==> src/rtl/score_pkg.sv <==
`default_nettype none
// ============================================================================
// Module   : score_pkg
// Brief    : Shared widths, score limit, FSM encoding and clamped score update
// Revision : 1.0  initial release
// ============================================================================
package score_pkg;

    localparam int SCORE_MAX = 999;
    localparam int SCORE_W   = 11;
    localparam int TIME_W    = 7;
    localparam int ARITH_W   = 16;

    typedef enum logic [1:0] {
        IDLE = 2'd0,
        RUN  = 2'd1,
        OVER = 2'd2
    } state_t;

    // Applies the net change, then clamps it to 0..SCORE_MAX so the score never wraps.
    function automatic logic [SCORE_W-1:0] apply_delta(
        input logic [SCORE_W-1:0] cur,
        input logic [ARITH_W-1:0] add,
        input logic [ARITH_W-1:0] sub
    );
        logic [ARITH_W-1:0] up;
        up = ARITH_W'(cur) + add;
        if (up <= sub) begin
            up = '0;
        end else begin
            up = up - sub;
        end
        if (up > ARITH_W'(SCORE_MAX)) begin
            up = ARITH_W'(SCORE_MAX);
        end
        return SCORE_W'(up);
    endfunction

endpackage
`default_nettype wire

==> src/rtl/input_debouncer.sv <==
`default_nettype none
// ============================================================================
// Module   : input_debouncer
// Brief    : 2-flop synchronizer, counting debouncer and one-cycle rise pulse
// Revision : 1.0  initial release
// ============================================================================
module input_debouncer #(
    parameter int DEBOUNCE_CYCLES = 100_000
) (
    input  logic clk,
    input  logic rst,
    input  logic raw,
    output logic rise
);

    localparam int CNT_W = (DEBOUNCE_CYCLES > 1) ? $clog2(DEBOUNCE_CYCLES) : 1;
    localparam logic [CNT_W-1:0] c_last_cnt = CNT_W'(DEBOUNCE_CYCLES - 1);

    logic             r_meta;
    logic             r_sync;
    logic             r_level;
    logic             r_rise;
    logic [CNT_W-1:0] r_cnt;

    // Counter holds the number of consecutive samples that disagreed with the level.
    always_ff @(posedge clk) begin
        if (rst) begin
            r_meta  <= 1'b0;
            r_sync  <= 1'b0;
            r_level <= 1'b0;
            r_rise  <= 1'b0;
            r_cnt   <= '0;
        end else begin
            r_meta <= raw;
            r_sync <= r_meta;
            r_rise <= 1'b0;
            if (r_sync == r_level) begin
                r_cnt <= '0;
            end else if (r_cnt == c_last_cnt) begin
                r_cnt   <= '0;
                r_level <= r_sync;
                r_rise  <= r_sync;
            end else begin
                r_cnt <= r_cnt + CNT_W'(1);
            end
        end
    end

    assign rise = r_rise;

endmodule
`default_nettype wire

==> src/rtl/score_keeper.sv <==
`default_nettype none
// ============================================================================
// Module   : score_keeper
// Brief    : Timed game round with debounced start/hit inputs and clamped score.
//            Optional macro SCORE_PENALTY_EN adds the miss_in penalty input.
// Revision : 1.0  initial release
// ============================================================================
module score_keeper
    import score_pkg::*;
#(
    parameter int CLK_HZ          = 10_000_000,
    parameter int DEBOUNCE_CYCLES = 100_000,
    parameter int GAME_SECONDS    = 60,
    parameter int HIT_POINTS      = 10,
    parameter int MISS_POINTS     = 5
) (
    input  logic               CLOCK10M,
    input  logic               RESET,
    input  logic               start_btn,
    input  logic               hit_in,
`ifdef SCORE_PENALTY_EN
    input  logic               miss_in,
`endif
    output logic [SCORE_W-1:0] score,
    output logic [TIME_W-1:0]  time_left,
    output logic               game_active,
    output logic               hit_ack
);

    localparam int PRE_W = (CLK_HZ > 1) ? $clog2(CLK_HZ) : 1;
    localparam logic [PRE_W-1:0]   c_pre_last  = PRE_W'(CLK_HZ - 1);
    localparam logic [TIME_W-1:0]  c_game_time = TIME_W'(GAME_SECONDS);
    localparam logic [ARITH_W-1:0] c_hit_pts   = ARITH_W'(HIT_POINTS);
    localparam logic [ARITH_W-1:0] c_miss_pts  = ARITH_W'(MISS_POINTS);

    state_t              r_state;
    state_t              w_state_next;
    logic [SCORE_W-1:0]  r_score;
    logic [TIME_W-1:0]   r_time;
    logic [PRE_W-1:0]    r_presc;
    logic                r_hit_ack;

    logic                w_start_ev;
    logic                w_hit_ev;
    logic                w_miss_ev;
    logic                w_tick;
    logic                w_game_active;
    logic [ARITH_W-1:0]  w_add;
    logic [ARITH_W-1:0]  w_sub;

    input_debouncer #(
        .DEBOUNCE_CYCLES(DEBOUNCE_CYCLES)
    ) u_start_db (
        .clk  (CLOCK10M),
        .rst  (RESET),
        .raw  (start_btn),
        .rise (w_start_ev)
    );

    input_debouncer #(
        .DEBOUNCE_CYCLES(DEBOUNCE_CYCLES)
    ) u_hit_db (
        .clk  (CLOCK10M),
        .rst  (RESET),
        .raw  (hit_in),
        .rise (w_hit_ev)
    );

`ifdef SCORE_PENALTY_EN
    input_debouncer #(
        .DEBOUNCE_CYCLES(DEBOUNCE_CYCLES)
    ) u_miss_db (
        .clk  (CLOCK10M),
        .rst  (RESET),
        .raw  (miss_in),
        .rise (w_miss_ev)
    );
`else
    assign w_miss_ev = 1'b0;
`endif

    assign w_tick = (r_state == RUN) && (r_presc == c_pre_last);
    assign w_add  = w_hit_ev  ? c_hit_pts  : '0;
    assign w_sub  = w_miss_ev ? c_miss_pts : '0;

    always_ff @(posedge CLOCK10M) begin
        if (RESET) begin
            r_state <= IDLE;
        end else begin
            r_state <= w_state_next;
        end
    end

    always_comb begin
        w_state_next  = r_state;
        w_game_active = 1'b0;
        case (r_state)
            IDLE, OVER: begin
                if (w_start_ev) begin
                    w_state_next = RUN;
                end
            end
            RUN: begin
                w_game_active = 1'b1;
                if (w_tick && (r_time == TIME_W'(1))) begin
                    w_state_next = OVER;
                end
            end
            default: begin
                w_state_next = IDLE;
            end
        endcase
    end

    // Outside RUN the score and timer only change when a new round starts.
    always_ff @(posedge CLOCK10M) begin
        if (RESET) begin
            r_score   <= '0;
            r_time    <= '0;
            r_presc   <= '0;
            r_hit_ack <= 1'b0;
        end else begin
            r_hit_ack <= 1'b0;
            if (r_state == RUN) begin
                r_presc   <= w_tick ? '0 : r_presc + PRE_W'(1);
                r_hit_ack <= w_hit_ev;
                if (w_tick) begin
                    r_time <= r_time - TIME_W'(1);
                end
                if (w_hit_ev || w_miss_ev) begin
                    r_score <= apply_delta(r_score, w_add, w_sub);
                end
            end else if (w_start_ev) begin
                r_score <= '0;
                r_time  <= c_game_time;
                r_presc <= '0;
            end
        end
    end

    assign score       = r_score;
    assign time_left   = r_time;
    assign game_active = w_game_active;
    assign hit_ack     = r_hit_ack;

endmodule
`default_nettype wire

==> config.mk <==
export PLATFORM = sky130hd
export DESIGN_NAME = score_keeper
export DESIGN_NICKNAME = d
export VERILOG_FILES = /design/src/rtl/score_pkg.sv /design/src/rtl/input_debouncer.sv /design/src/rtl/score_keeper.sv
export SDC_FILE = /design/constraint.sdc
export NUM_CORES = 1
export LEC_CHECK = 0
export CAP_MARGIN = 20
export CORE_UTILIZATION = 30
export DETAILED_ROUTE_END_ITERATION = 6
export SYNTH_ARGS = -nofsm -noshare
export SYNTH_HDL_FRONTEND = slang
export SYNTH_HIERARCHICAL = 1
export SYNTH_SLANG_ARGS = --single-unit
==> constraint.sdc <==
create_clock -name CLOCK10M -period 2.6 [get_ports CLOCK10M]
set_clock_uncertainty 0.05 [all_clocks]
set_input_delay 0.52 -clock CLOCK10M [delete_from_list [all_inputs] [get_ports CLOCK10M]]
set_output_delay 0.52 -clock CLOCK10M [all_outputs]
set_load 0.02 [all_outputs]
==> impl_metrics.env <==
export IMPL_outcome="finished, final reports clean"
export IMPL_ctsHtreeMaxLevel=3
export IMPL_fin_util_pct=36.00
export IMPL_antenna_cells=0
export IMPL_pin_count=24
export IMPL_power_internal_mw=2.245
export IMPL_critPathTopFamily="compound AO/OA/AOI/OAI gates"
export IMPL_p_leak_nw=1.627
export IMPL_numCtsBuffers=9
export IMPL_firstDrtPassIters=4
export IMPL_crit_slowest_cell="o41ai_2"
export IMPL_cts_tree="yes"
export IMPL_synth_avg_cell_area_um2=8.721
export IMPL_gr_total_overflow=0
export IMPL_slew_headroom_pct=57.07
export IMPL_hold_viol_final=0
export IMPL_tns_ps=0
export IMPL_p_seq_share_pct=48.4
export IMPL_powerDensity_mw_per_mm2=549.3
export IMPL_synth_nets=511
export IMPL_via_per_inst=5.267
export IMPL_cpPeakStageDelay_ps=450
export IMPL_post_cts_resized=0
export IMPL_first_global_vias=3316
export IMPL_path_class="flip-flop to flip-flop"
export IMPL_pre_cts_slack_ps=223.8
export IMPL_fp_coreArea_mm2=0.01404
export IMPL_die_area_mm2=0.01499
export IMPL_p_total_mw=2.777
export IMPL_tightest_slew_ps=642.4
export IMPL_worstPathMaxFanout=8
export IMPL_p_sw_mw=0.5313
export IMPL_arrival_ps=2550
export IMPL_cp_common_cell="buf_4"
export IMPL_crit_buf_inv=2
export IMPL_yosysTopAreaCell="dfxtp_1"
export IMPL_syn_cell_area_mm2=0.004352
export IMPL_ys_types=66
export IMPL_rows=43
export IMPL_port_buffers=23
export IMPL_cp_end_kind="flip-flop"
export IMPL_min_delay_path_class="flip-flop to flip-flop"
export IMPL_p_comb_share_pct=1.3
export IMPL_cap_violations=0
export IMPL_cts_setup_buffers=0
export IMPL_clockBufferDepth=2
export IMPL_whs_ps=380.6
export IMPL_swShare_pct=19.14
export IMPL_dpl_hpwl_mm=6.606
export IMPL_track_usage_pct=13.47
export IMPL_yosys_warnings=6
export IMPL_ys_seq_area_share_pct=40.02
export IMPL_hold_buffers=0
export IMPL_synthFlopType="dfxtp_1"
export IMPL_grt_pass1_wl_mm=15.91
export IMPL_fmax_mhz=417.3
export IMPL_drive_above_1_share_pct=10.48
export IMPL_setup_viol_count_final=0
export IMPL_ys_ff_latch=87
export IMPL_ys_top_cells_by_count="dfxtp_1, nor2_1, nand2_1"
export IMPL_critPathRequiredTime_ps=2760
export IMPL_cts_root_buf="clkbuf_16"
export IMPL_grt_antenna_before_repair=0
export IMPL_synth_cells=499
export IMPL_die_w_um=122.4
export IMPL_synthArstFlopShare_pct=0
export IMPL_fin_crit_ps=2396
export IMPL_drtIter0Drc=252
export IMPL_setup_slack_ps=203.7
export IMPL_synth_most_common_cell="dfxtp_1"
export IMPL_dieHeight_um=122.4
export IMPL_drv_slew=0
export IMPL_min_period_over_period_pct=92.17
export IMPL_wl_per_cell_um=13.68
export IMPL_wirelength_mm=9.642
export IMPL_start_util_pct=30.99
export IMPL_rsz0062_at_grt="no"
export IMPL_synth_edf_count=0
export IMPL_dr_total_vias=3713
export IMPL_clk_latency_ps=340
export IMPL_synthTopCellsByArea="dfxtp_1, nor2_1, a21oi_1, xor2_1, xnor2_1"
export IMPL_drc_errors=0
export IMPL_area_growth_pct=16.16
export IMPL_place_gp_congestion=0.7942
export IMPL_vdd_drop_max_mv=0.3146
export IMPL_path_clk_slew_ps=60
export IMPL_synth_top_area_share_pct=40.02
export IMPL_fillers=1418
export IMPL_clkSinkCount=87
export IMPL_p_clk_share_pct=50.3
export IMPL_crit_chain="ha_1 > nand3_2 > or2_4 > o41ai_2 > buf_4 > buf_4 > a31oi_1 > o21ai_0 > a21oi_1"
export IMPL_nNetsFinal=532
export IMPL_crit_path_start_kind="flip-flop"
export IMPL_antenna_left=0
export IMPL_grt_start_max_net_pins=43
## placed cells by master (no fill, tap or decap), types with 3 or more instances in the layout
cell type	netlist	routed
ha_1	8	8
nor3_2	3	3
and4_1	4	4
nand2b_1	4	4
nand2_1	35	35
and3_1	10	10
xor2_1	18	18
o21ai_0	18	18
a311oi_1	13	13
buf_4	3	11
nand4_1	11	11
nor3_1	18	18
nor4bb_1	3	3
o21ai_1	3	3
nand3_1	22	22
xnor2_1	16	16
nor2b_1	4	4
nor2_1	68	68
a21oi_1	34	34
nor4b_1	6	6
nand2_2	3	3
inv_1	7	7
nand4b_1	3	3
a31oi_1	11	11
nand4_2	4	4
clkbuf_16	0	9
nand3_2	3	3
dfxtp_1	87	87
clkdlybuf4s50_1	0	23
or3_1	3	3
and2_1	3	3
nor4_1	7	7
## cell type report
class,count,area (µm²),share of cell area (%)
inverters,8,37.54,0.7426
well taps,180,225.2,4.455
repair buffers,34,312.8,6.188
multi-input cells,380,2412,47.72
flip-flops and latches,87,1742,34.46
clock buffers,13,260.3,5.149
clock inverters,3,65.06,1.287
## metal layers
layer,up-vias,global-route usage (%),routed length [µm]
met5,-,0,0
met4,0,4.268,74
met3,7,4.693,387
met2,65,22.33,4679
met1,1777,16.20,4500
li1,1864,-,-
## metrics by stage
stage	std cells	instance area, µm²
after floorplan	499	4352
after global placement	686	4707
after detailed placement	686	4707
after CTS	702	5032
after global routing	705	5055
final	705	5055
## worst reg2reg max path: stages, from the launching register on
cell and delay, ps:
dfxtp_1 400, ha_1 230, nand3_2 150, or2_4 310
o41ai_2 450, buf_4 230, buf_4 150, a31oi_1 40
o21ai_0 150, a21oi_1 80
## state kept, by name, indices dropped and copies added (netlist names), 2 cells and up
signal	cells
r_state	2
time_left	7
score	11
u_hit_db/r_cnt	17
r_presc	24
u_start_db/r_cnt	17
## kinds of logic after synthesis
logic type / Yosys count / share of synthesized area [%]
AO/OA/AOI/OAI: 99 / 14.58
AND/OR/NAND/NOR: 235 / 30.74
adder cells (fa/ha/maj): 8 / 2.300
flip-flops: 87 / 40.02
buffers and inverters: 32 / 4.543
XOR/XNOR: 34 / 6.843
multiplexers: 4 / 0.9776
## power groups by stage
stage / Combinational, mW / Sequential [mW] / Clock [mW]
2_1_floorplan: 0.0232 / 1.37 / 0
3_3_place_gp: 0.0373 / 1.37 / 0
3_5_place_dp: 0.0378 / 1.37 / 0
4_1_cts: 0.0379 / 1.34 / 1.45
5_1_grt: 0.0408 / 1.34 / 1.51
6_report: 0.0374 / 1.34 / 1.40
## path summary, 6_finish.rpt
path | endpoint | cells past startpoint | start | slack (ps)
setup reg to reg | r_presc[23]$_SDFFE_PP0P_ | 9 | r_presc[1]$_SDFFE_PP0P_ | 200
setup / recovery | r_presc[23]$_SDFFE_PP0P_ | 9 | r_presc[1]$_SDFFE_PP0P_ | 200
hold reg to reg | u_hit_db/r_sync$_SDFF_PP0_ | 1 | u_hit_db/r_meta$_SDFF_PP0_ | 380
hold / removal | u_hit_db/r_sync$_SDFF_PP0_ | 1 | u_hit_db/r_meta$_SDFF_PP0_ | 380
Note: power is estimated with default switching activity, not from simulation.
